### src/rtl/multicycle_control_pkg.sv
// Shared state/kind types and opcode, funct and ALU constants for multicycle_control.
// The TRAP state is only present when MULTICYCLE_CTRL_TRAP_EN is defined.
package multicycle_control_pkg;

`ifdef MULTICYCLE_CTRL_TRAP_EN
   typedef enum logic [2:0] {StIdle, StDecode, StExec, StMem, StWb, StTrap} state_e;
`else
   typedef enum logic [2:0] {StIdle, StDecode, StExec, StMem, StWb} state_e;
`endif

   typedef enum logic [1:0] {KindAlu, KindLoad, KindStore, KindIllegal} kind_e;

   localparam int unsigned OP_ALU_DEF   = 5;
   localparam int unsigned OP_LOAD_DEF  = 6;
   localparam int unsigned OP_STORE_DEF = 7;

   localparam logic [5:0] FUNCT_ADD = 6'd32;
   localparam logic [5:0] FUNCT_SUB = 6'd34;
   localparam logic [5:0] FUNCT_AND = 6'd36;
   localparam logic [5:0] FUNCT_OR  = 6'd37;

   localparam logic [1:0] ALU_ADD = 2'd0;
   localparam logic [1:0] ALU_SUB = 2'd1;
   localparam logic [1:0] ALU_AND = 2'd2;
   localparam logic [1:0] ALU_OR  = 2'd3;

endpackage

### src/rtl/multicycle_control_decode.sv
// Combinational opcode/funct decoder: instruction kind, ALU code, mux selects and legality.
module ctrl_decode
   import multicycle_control_pkg::*;
#(
   parameter int unsigned ALU_CTRL_W = 2,
   parameter int unsigned OP_ALU     = OP_ALU_DEF,
   parameter int unsigned OP_LOAD    = OP_LOAD_DEF,
   parameter int unsigned OP_STORE   = OP_STORE_DEF
) (
   input  logic [5:0]            i_op,
   input  logic [5:0]            i_funct,
   output kind_e                 o_kind,
   output logic [ALU_CTRL_W-1:0] o_alu_control,
   output logic                  o_mux1_ctrl,
   output logic                  o_mux2_ctrl,
   output logic                  o_legal
);

   logic [1:0] w_alu_code;
   logic       w_funct_ok;

   always_comb begin
      w_alu_code = ALU_ADD;
      w_funct_ok = 1'b1;
      unique case (i_funct)
         FUNCT_ADD: w_alu_code = ALU_ADD;
         FUNCT_SUB: w_alu_code = ALU_SUB;
         FUNCT_AND: w_alu_code = ALU_AND;
         FUNCT_OR:  w_alu_code = ALU_OR;
         default:   w_funct_ok = 1'b0;
      endcase
   end

   // Memory ops compute base + immediate and write back memory data.
   always_comb begin
      o_kind        = KindIllegal;
      o_alu_control = '0;
      o_mux1_ctrl   = 1'b0;
      o_mux2_ctrl   = 1'b0;
      if (i_op == 6'(OP_ALU) && w_funct_ok) begin
         o_kind        = KindAlu;
         o_alu_control = ALU_CTRL_W'(w_alu_code);
      end else if (i_op == 6'(OP_LOAD)) begin
         o_kind      = KindLoad;
         o_mux1_ctrl = 1'b1;
         o_mux2_ctrl = 1'b1;
      end else if (i_op == 6'(OP_STORE)) begin
         o_kind      = KindStore;
         o_mux1_ctrl = 1'b1;
         o_mux2_ctrl = 1'b1;
      end
   end

   assign o_legal = (o_kind != KindIllegal);

endmodule

### src/rtl/multicycle_control.sv
// Multi-cycle control FSM: IDLE/DECODE/EXEC/MEM/WB with bounded memory wait, registered outputs.
// Define MULTICYCLE_CTRL_TRAP_EN to latch illegal instructions and memory timeouts in TRAP.
module multicycle_control
   import multicycle_control_pkg::*;
#(
   parameter int unsigned ALU_CTRL_W  = 2,
   parameter int unsigned MEM_TIMEOUT = 15,
   parameter int unsigned OP_ALU      = OP_ALU_DEF,
   parameter int unsigned OP_LOAD     = OP_LOAD_DEF,
   parameter int unsigned OP_STORE    = OP_STORE_DEF
) (
   input  logic                  i_clk,
   input  logic                  i_rst,
   input  logic                  i_instr_valid,
   input  logic [31:0]           i_instr,
   output logic                  o_instr_ready,
   input  logic                  i_mem_ready,
   output logic [4:0]            o_rs,
   output logic [4:0]            o_rt,
   output logic [4:0]            o_rd,
   output logic [ALU_CTRL_W-1:0] o_alu_control,
   output logic                  o_mux1_ctrl,
   output logic                  o_mux2_ctrl,
   output logic                  o_wr,
   output logic                  o_ce,
   output logic                  o_reg_we,
   output logic                  o_mem_err,
   output logic                  o_illegal,
   output logic [31:0]           o_output_controle
);

   state_e                r_state, w_state_d;
   kind_e                 r_kind, w_kind_d;
   logic [31:0]           r_ir;
   logic [7:0]            r_wait_cnt, w_cnt_d, w_cnt_inc;
   logic                  r_instr_ready, w_ready_d;
   logic [4:0]            r_rs, r_rt, r_rd, w_rs_d, w_rt_d, w_rd_d;
   logic [ALU_CTRL_W-1:0] r_alu, w_alu_d;
   logic                  r_mux1, r_mux2, w_mux1_d, w_mux2_d;
   logic                  r_wr, r_ce, r_reg_we, r_mem_err, r_illegal;
   logic                  w_wr_d, w_ce_d, w_reg_we_d, w_mem_err_d, w_illegal_d;
   logic                  w_accept;

   kind_e                 w_dec_kind;
   logic [ALU_CTRL_W-1:0] w_dec_alu;
   logic                  w_dec_mux1, w_dec_mux2, w_dec_legal;
   logic                  w_unused_shamt;

   ctrl_decode #(
      .ALU_CTRL_W (ALU_CTRL_W),
      .OP_ALU     (OP_ALU),
      .OP_LOAD    (OP_LOAD),
      .OP_STORE   (OP_STORE)
   ) u_decode (
      .i_op          (r_ir[31:26]),
      .i_funct       (r_ir[5:0]),
      .o_kind        (w_dec_kind),
      .o_alu_control (w_dec_alu),
      .o_mux1_ctrl   (w_dec_mux1),
      .o_mux2_ctrl   (w_dec_mux2),
      .o_legal       (w_dec_legal)
   );

   assign w_unused_shamt = ^r_ir[10:6];
   assign w_accept       = (r_state == StIdle) && r_instr_ready && i_instr_valid;
   assign w_cnt_inc      = r_wait_cnt + 8'd1;

   always_comb begin
      w_state_d   = r_state;
      w_kind_d    = r_kind;
      w_cnt_d     = r_wait_cnt;
      w_mem_err_d = 1'b0;
      unique case (r_state)
         StIdle: begin
            if (w_accept) w_state_d = StDecode;
         end
         StDecode: begin
            w_kind_d = w_dec_kind;
`ifdef MULTICYCLE_CTRL_TRAP_EN
            w_state_d = w_dec_legal ? StExec : StTrap;
`else
            w_state_d = StExec;
`endif
         end
         StExec: begin
            unique case (r_kind)
               KindAlu:             w_state_d = StWb;
               KindLoad, KindStore: begin
                  w_state_d = StMem;
                  w_cnt_d   = '0;
               end
               default:             w_state_d = StIdle;
            endcase
         end
         StMem: begin
            // A ready response wins over a timeout landing in the same cycle.
            if (i_mem_ready) begin
               w_state_d = (r_kind == KindLoad) ? StWb : StIdle;
            end else begin
               w_cnt_d = w_cnt_inc;
               if (w_cnt_inc == 8'(MEM_TIMEOUT)) begin
                  w_mem_err_d = 1'b1;
`ifdef MULTICYCLE_CTRL_TRAP_EN
                  w_state_d = StTrap;
`else
                  w_state_d = StIdle;
`endif
               end
            end
         end
         StWb:    w_state_d = StIdle;
`ifdef MULTICYCLE_CTRL_TRAP_EN
         StTrap:  w_state_d = StTrap;
`endif
         default: w_state_d = StIdle;
      endcase

      // Moore outputs for the state being entered on this edge.
      w_ready_d   = (w_state_d == StIdle);
      w_ce_d      = (w_state_d == StMem);
      w_wr_d      = (w_state_d == StMem) && (w_kind_d == KindStore);
      w_reg_we_d  = (w_state_d == StWb);
      w_illegal_d = (w_kind_d == KindIllegal) && (w_state_d != StIdle)
                    && (w_state_d != StDecode);

      w_rs_d   = '0;
      w_rt_d   = '0;
      w_rd_d   = '0;
      w_alu_d  = '0;
      w_mux1_d = 1'b0;
      w_mux2_d = 1'b0;
      if (r_state == StDecode) begin
         if (w_dec_legal) begin
            w_rs_d   = r_ir[25:21];
            w_rt_d   = r_ir[20:16];
            w_rd_d   = (w_dec_kind == KindAlu) ? r_ir[15:11] : r_ir[20:16];
            w_alu_d  = w_dec_alu;
            w_mux1_d = w_dec_mux1;
            w_mux2_d = w_dec_mux2;
         end
      end else if (w_state_d inside {StExec, StMem, StWb}) begin
         w_rs_d   = r_rs;
         w_rt_d   = r_rt;
         w_rd_d   = r_rd;
         w_alu_d  = r_alu;
         w_mux1_d = r_mux1;
         w_mux2_d = r_mux2;
      end
   end

   always_ff @(posedge i_clk) begin
      if (i_rst) begin
         r_state       <= StIdle;
         r_kind        <= KindAlu;
         r_ir          <= '0;
         r_wait_cnt    <= '0;
         r_instr_ready <= 1'b0;
         r_rs          <= '0;
         r_rt          <= '0;
         r_rd          <= '0;
         r_alu         <= '0;
         r_mux1        <= 1'b0;
         r_mux2        <= 1'b0;
         r_wr          <= 1'b0;
         r_ce          <= 1'b0;
         r_reg_we      <= 1'b0;
         r_mem_err     <= 1'b0;
         r_illegal     <= 1'b0;
      end else begin
         r_state       <= w_state_d;
         r_kind        <= w_kind_d;
         r_wait_cnt    <= w_cnt_d;
         r_instr_ready <= w_ready_d;
         r_rs          <= w_rs_d;
         r_rt          <= w_rt_d;
         r_rd          <= w_rd_d;
         r_alu         <= w_alu_d;
         r_mux1        <= w_mux1_d;
         r_mux2        <= w_mux2_d;
         r_wr          <= w_wr_d;
         r_ce          <= w_ce_d;
         r_reg_we      <= w_reg_we_d;
         r_mem_err     <= w_mem_err_d;
         r_illegal     <= w_illegal_d;
         if (w_accept) r_ir <= i_instr;
      end
   end

   assign o_instr_ready     = r_instr_ready;
   assign o_rs              = r_rs;
   assign o_rt              = r_rt;
   assign o_rd              = r_rd;
   assign o_alu_control     = r_alu;
   assign o_mux1_ctrl       = r_mux1;
   assign o_mux2_ctrl       = r_mux2;
   assign o_wr              = r_wr;
   assign o_ce              = r_ce;
   assign o_reg_we          = r_reg_we;
   assign o_mem_err         = r_mem_err;
   assign o_illegal         = r_illegal;
   assign o_output_controle = {r_rs, r_rt, r_rd, r_alu[1:0], r_mux1, r_mux2, r_wr, r_ce, 11'b0};

endmodule

### config.mk
export PLATFORM = sky130hd
export DESIGN_NAME = multicycle_control
export DESIGN_NICKNAME = d
export VERILOG_FILES = /design/src/rtl/multicycle_control_pkg.sv /design/src/rtl/multicycle_control_decode.sv /design/src/rtl/multicycle_control.sv
export SDC_FILE = /design/constraint.sdc
export NUM_CORES = 1
export LEC_CHECK = 0
export ABC_AREA = 1
export CORE_AREA = 2 2 86 88
export DETAILED_ROUTE_END_ITERATION = 16
export DIE_AREA = 0 0 88 90
export HOLD_SLACK_MARGIN = 0.15
export PLACE_DENSITY_LB_ADDON = 0.3
export SYNTH_ARGS = -nofsm -noshare
export SYNTH_HDL_FRONTEND = slang
export SYNTH_HIERARCHICAL = 1
export SYNTH_SLANG_ARGS = --single-unit
export TNS_END_PERCENT = 30
### constraint.sdc
create_clock -name i_clk -period 2.35 [get_ports i_clk]
set_clock_uncertainty 0.2 [all_clocks]
set_input_delay 0.47 -clock i_clk [delete_from_list [all_inputs] [get_ports i_clk]]
set_output_delay 0.47 -clock i_clk [all_outputs]
set_load 0.05 [all_outputs]
==> results.cfg, run 1 <==
[global_routing]
grt_pass1_vias = 2502
antenna_found_initial = 0
grt_usage_pct = 18.1
grt_use_met2_pct = 30.6
grt_util_met3_pct = 3.86
grt_max_degree = 32
overflow = 0
busiest_layer = met2
use_met1_pct = 22.0
grt_pass1_wl_mm = 11.3

[route]
via_per_inst = 4.81
wirelength_mm = 6.83
drc = 0
ant_nets = 0
num_vias = 2778
routedWlPerCell_um = 11.8
dr.pass1.iters = 4
drt-initial-drc-count = 95

[place]
pre_cts_ws_ns = 0.149
hpwlAfterDp_mm = 4.89
io_buffers = 76
routabilityCongestion = 0.781
placed_area_sq_um = 3860

[synth]
ys_types = 38
synth_top_flop_cell = dfxtp_1
netlist_instances = 417
synth-async-reset-ratio_pct = 0
ys_ff_latch = 65
ys_warn_count = 6
avgSynthCellArea_sq_um = 7.79
synth_edf_count = 0
seq_area_frac_synth_pct = 40.1
syn-cell-area_sq_um = 3250

[timing]
final.setup.worst_slack_ns = 0.0985
finalHoldViolations = 0
setup_tns_ns = 0
period_needed_ns = 2.25
rsz0062_at_grt = false
fmax_mhz = 444
slew_viol_final = 0
finalSetupViolCount = 0
worst_pin_slew_ns = 0.550
final.period_utilization_pct = 95.8
slew_headroom_pct = 63.1

[pwr]
irDropWorstVdd_mv = 0.316
p_total_uw = 2480
power_density_nw_per_um2 = 610
p_leak_uw = 0.00151

[setup_path]
path_cells = clkdlybuf4s50_1
critPathBufInv = 1
cp_slowest_cell = clkdlybuf4s50_1
arrival_ns = 1.58
worstPathRequired_ns = 1.68
cp-end-kind = output port
start_kind = flip-flop
critPathTopFamily = buffers and inverters
slowest_delay_ns = 0.85
path_max_fanout = 3
critical_path_class = flip-flop to output port
r2r_slack_ns = 0.19

[floorplanning]
die-area_sq_um = 7920
rows = 31
ios = 93
core_area_sq_um = 7020
start_util_pct = 46.2
die_w_um = 88
fp.dieH_um = 90

[layout]
final_common_cell = nor2_1
multi_input_area_sq_um = 1480
seq_area_sq_um = 1300
final_layout_size_suffix_gt1_share_pct = 14.6
area_growth_pct = 25.3
layout_common_cells = 85 x nor2_1, 76 x clkdlybuf4s50_1, 65 x dfxtp_1, 46 x nand2_1, 33 x o21ai_0
n_fill_cell = 673
finalNetCount = 514
diodes = 0
fin_area_sq_um = 4070

[cts]
root_buffer = clkbuf_8
post_cts_buffers = 0
postCtsHoldBufs = 0
tritoncts = yes
clock_sinks = 65
htreeDepth = 3
cts_resized = 0
clock_latency_ns = 0.34
clk_pin_slew_worst_paths_ns = 0.08
cts_buffers = 9
cts_buffer_depth = 2

[job]
maxCapViolations = 0

[outcome]
outcome = completed

[worst_hold_path]
hp-class = flip-flop to flip-flop
[final cells by class]
class	instances	share of cell area (%)
inverter	34	3.14
multi-input combinational	279	36.4
tap	99	3.05
timing repair buffer	85	20.4
sequential	65	32.0
clock buffer	10	3.38
clock inverter	6	1.66
[layer usage]
| layer | vias up | wire length, um |
|---|---|---|
| li1 | 1411 | - |
| met1 | 1286 | 3120 |
| met2 | 70 | 3340 |
| met3 | 11 | 260 |
| met4 | 0 | 112 |
| met5 | - | 0 |
[cells in the mapped netlist (4+ instances only)]
| cell type | n | area share [%] |
|---|---|---|
| nor2_1 | 85 | 9.8 |
| dfxtp_1 | 65 | 40 |
| nand2_1 | 46 | 5.3 |
| buf_4 | 33 | 7.6 |
| o21ai_0 | 33 | 5.1 |
| inv_1 | 31 | 3.6 |
| nand3_1 | 26 | 4.0 |
| a21oi_1 | 16 | 2.5 |
| nand3_2 | 12 | 3.7 |
| a21oi_2 | 11 | 3.0 |
| clkbuf_1 | 5 | 0.58 |
| mux2_2 | 5 | 1.7 |
| nor2_2 | 5 | 0.96 |
| buf_2 | 4 | 0.62 |
| ha_1 | 4 | 1.5 |
| nand4_1 | 4 | 0.77 |
[per-stage QoR]
step / hold WS (ns) / utilization [%] / instances
2_1_floorplan: 0.249 / - / 427
3_3_place_gp: 0.262 / 55.0 / 562
3_5_place_dp: 0.266 / 55.0 / 562
4_1_cts: 0.267 / 57.9 / 578
5_1_grt: 0.299 / 57.9 / 578
6_report: 0.263 / 57.9 / 578
[path summary, 6_finish.rpt]
kind / startpoint / end / depth (start not counted)
max: o_alu_control[1] / o_alu_control[1] / 1
min: r_ir[21] / o_rs[0] / 2
max reg2reg: r_wait_cnt[1] / o_rt[1] / 12
min reg2reg: r_ir[21] / o_rs[0] / 2
[power by group]
part	switching, uW	leakage [uW]	internal (uW)	total, uW
registers	34.8	0.000528	1150	1190
clock network	441	0.0000985	520	961
logic	209	0.000880	124	333
[flip-flops by register name (all words and copies together) (netlist names), 2 cells and up]
name	count
o_rd	5
o_rt	5
r_state	3
o_rs	5
r_wait_cnt	8
r_ir	27
o_alu_control	2
r_kind	2
[cells by family after synthesis]
group,Yosys count,share of synthesized area (%)
and+or+nand+nor,192,29.0
buffers and inverters,83,15.5
AOI/OAI and AO/OA,67,12.1
DFF,65,40.1
muxes,5,1.73
adders and majority gates,4,1.54
other,1,0.115
(Power assumes the default switching activity.)
==> run 2: changes to the inputs <==
--- a/config.mk
+++ b/config.mk
@@ -7,6 +7,7 @@
 export LEC_CHECK = 0
 export ABC_AREA = 1
 export CORE_AREA = 2 2 86 88
+export CTS_CLUSTER_SIZE = 14
 export DETAILED_ROUTE_END_ITERATION = 16
 export DIE_AREA = 0 0 88 90
 export HOLD_SLACK_MARGIN = 0.15
==> results of run 2 <==
No change in the layout: final DEF, timing and power equal those of run 1.
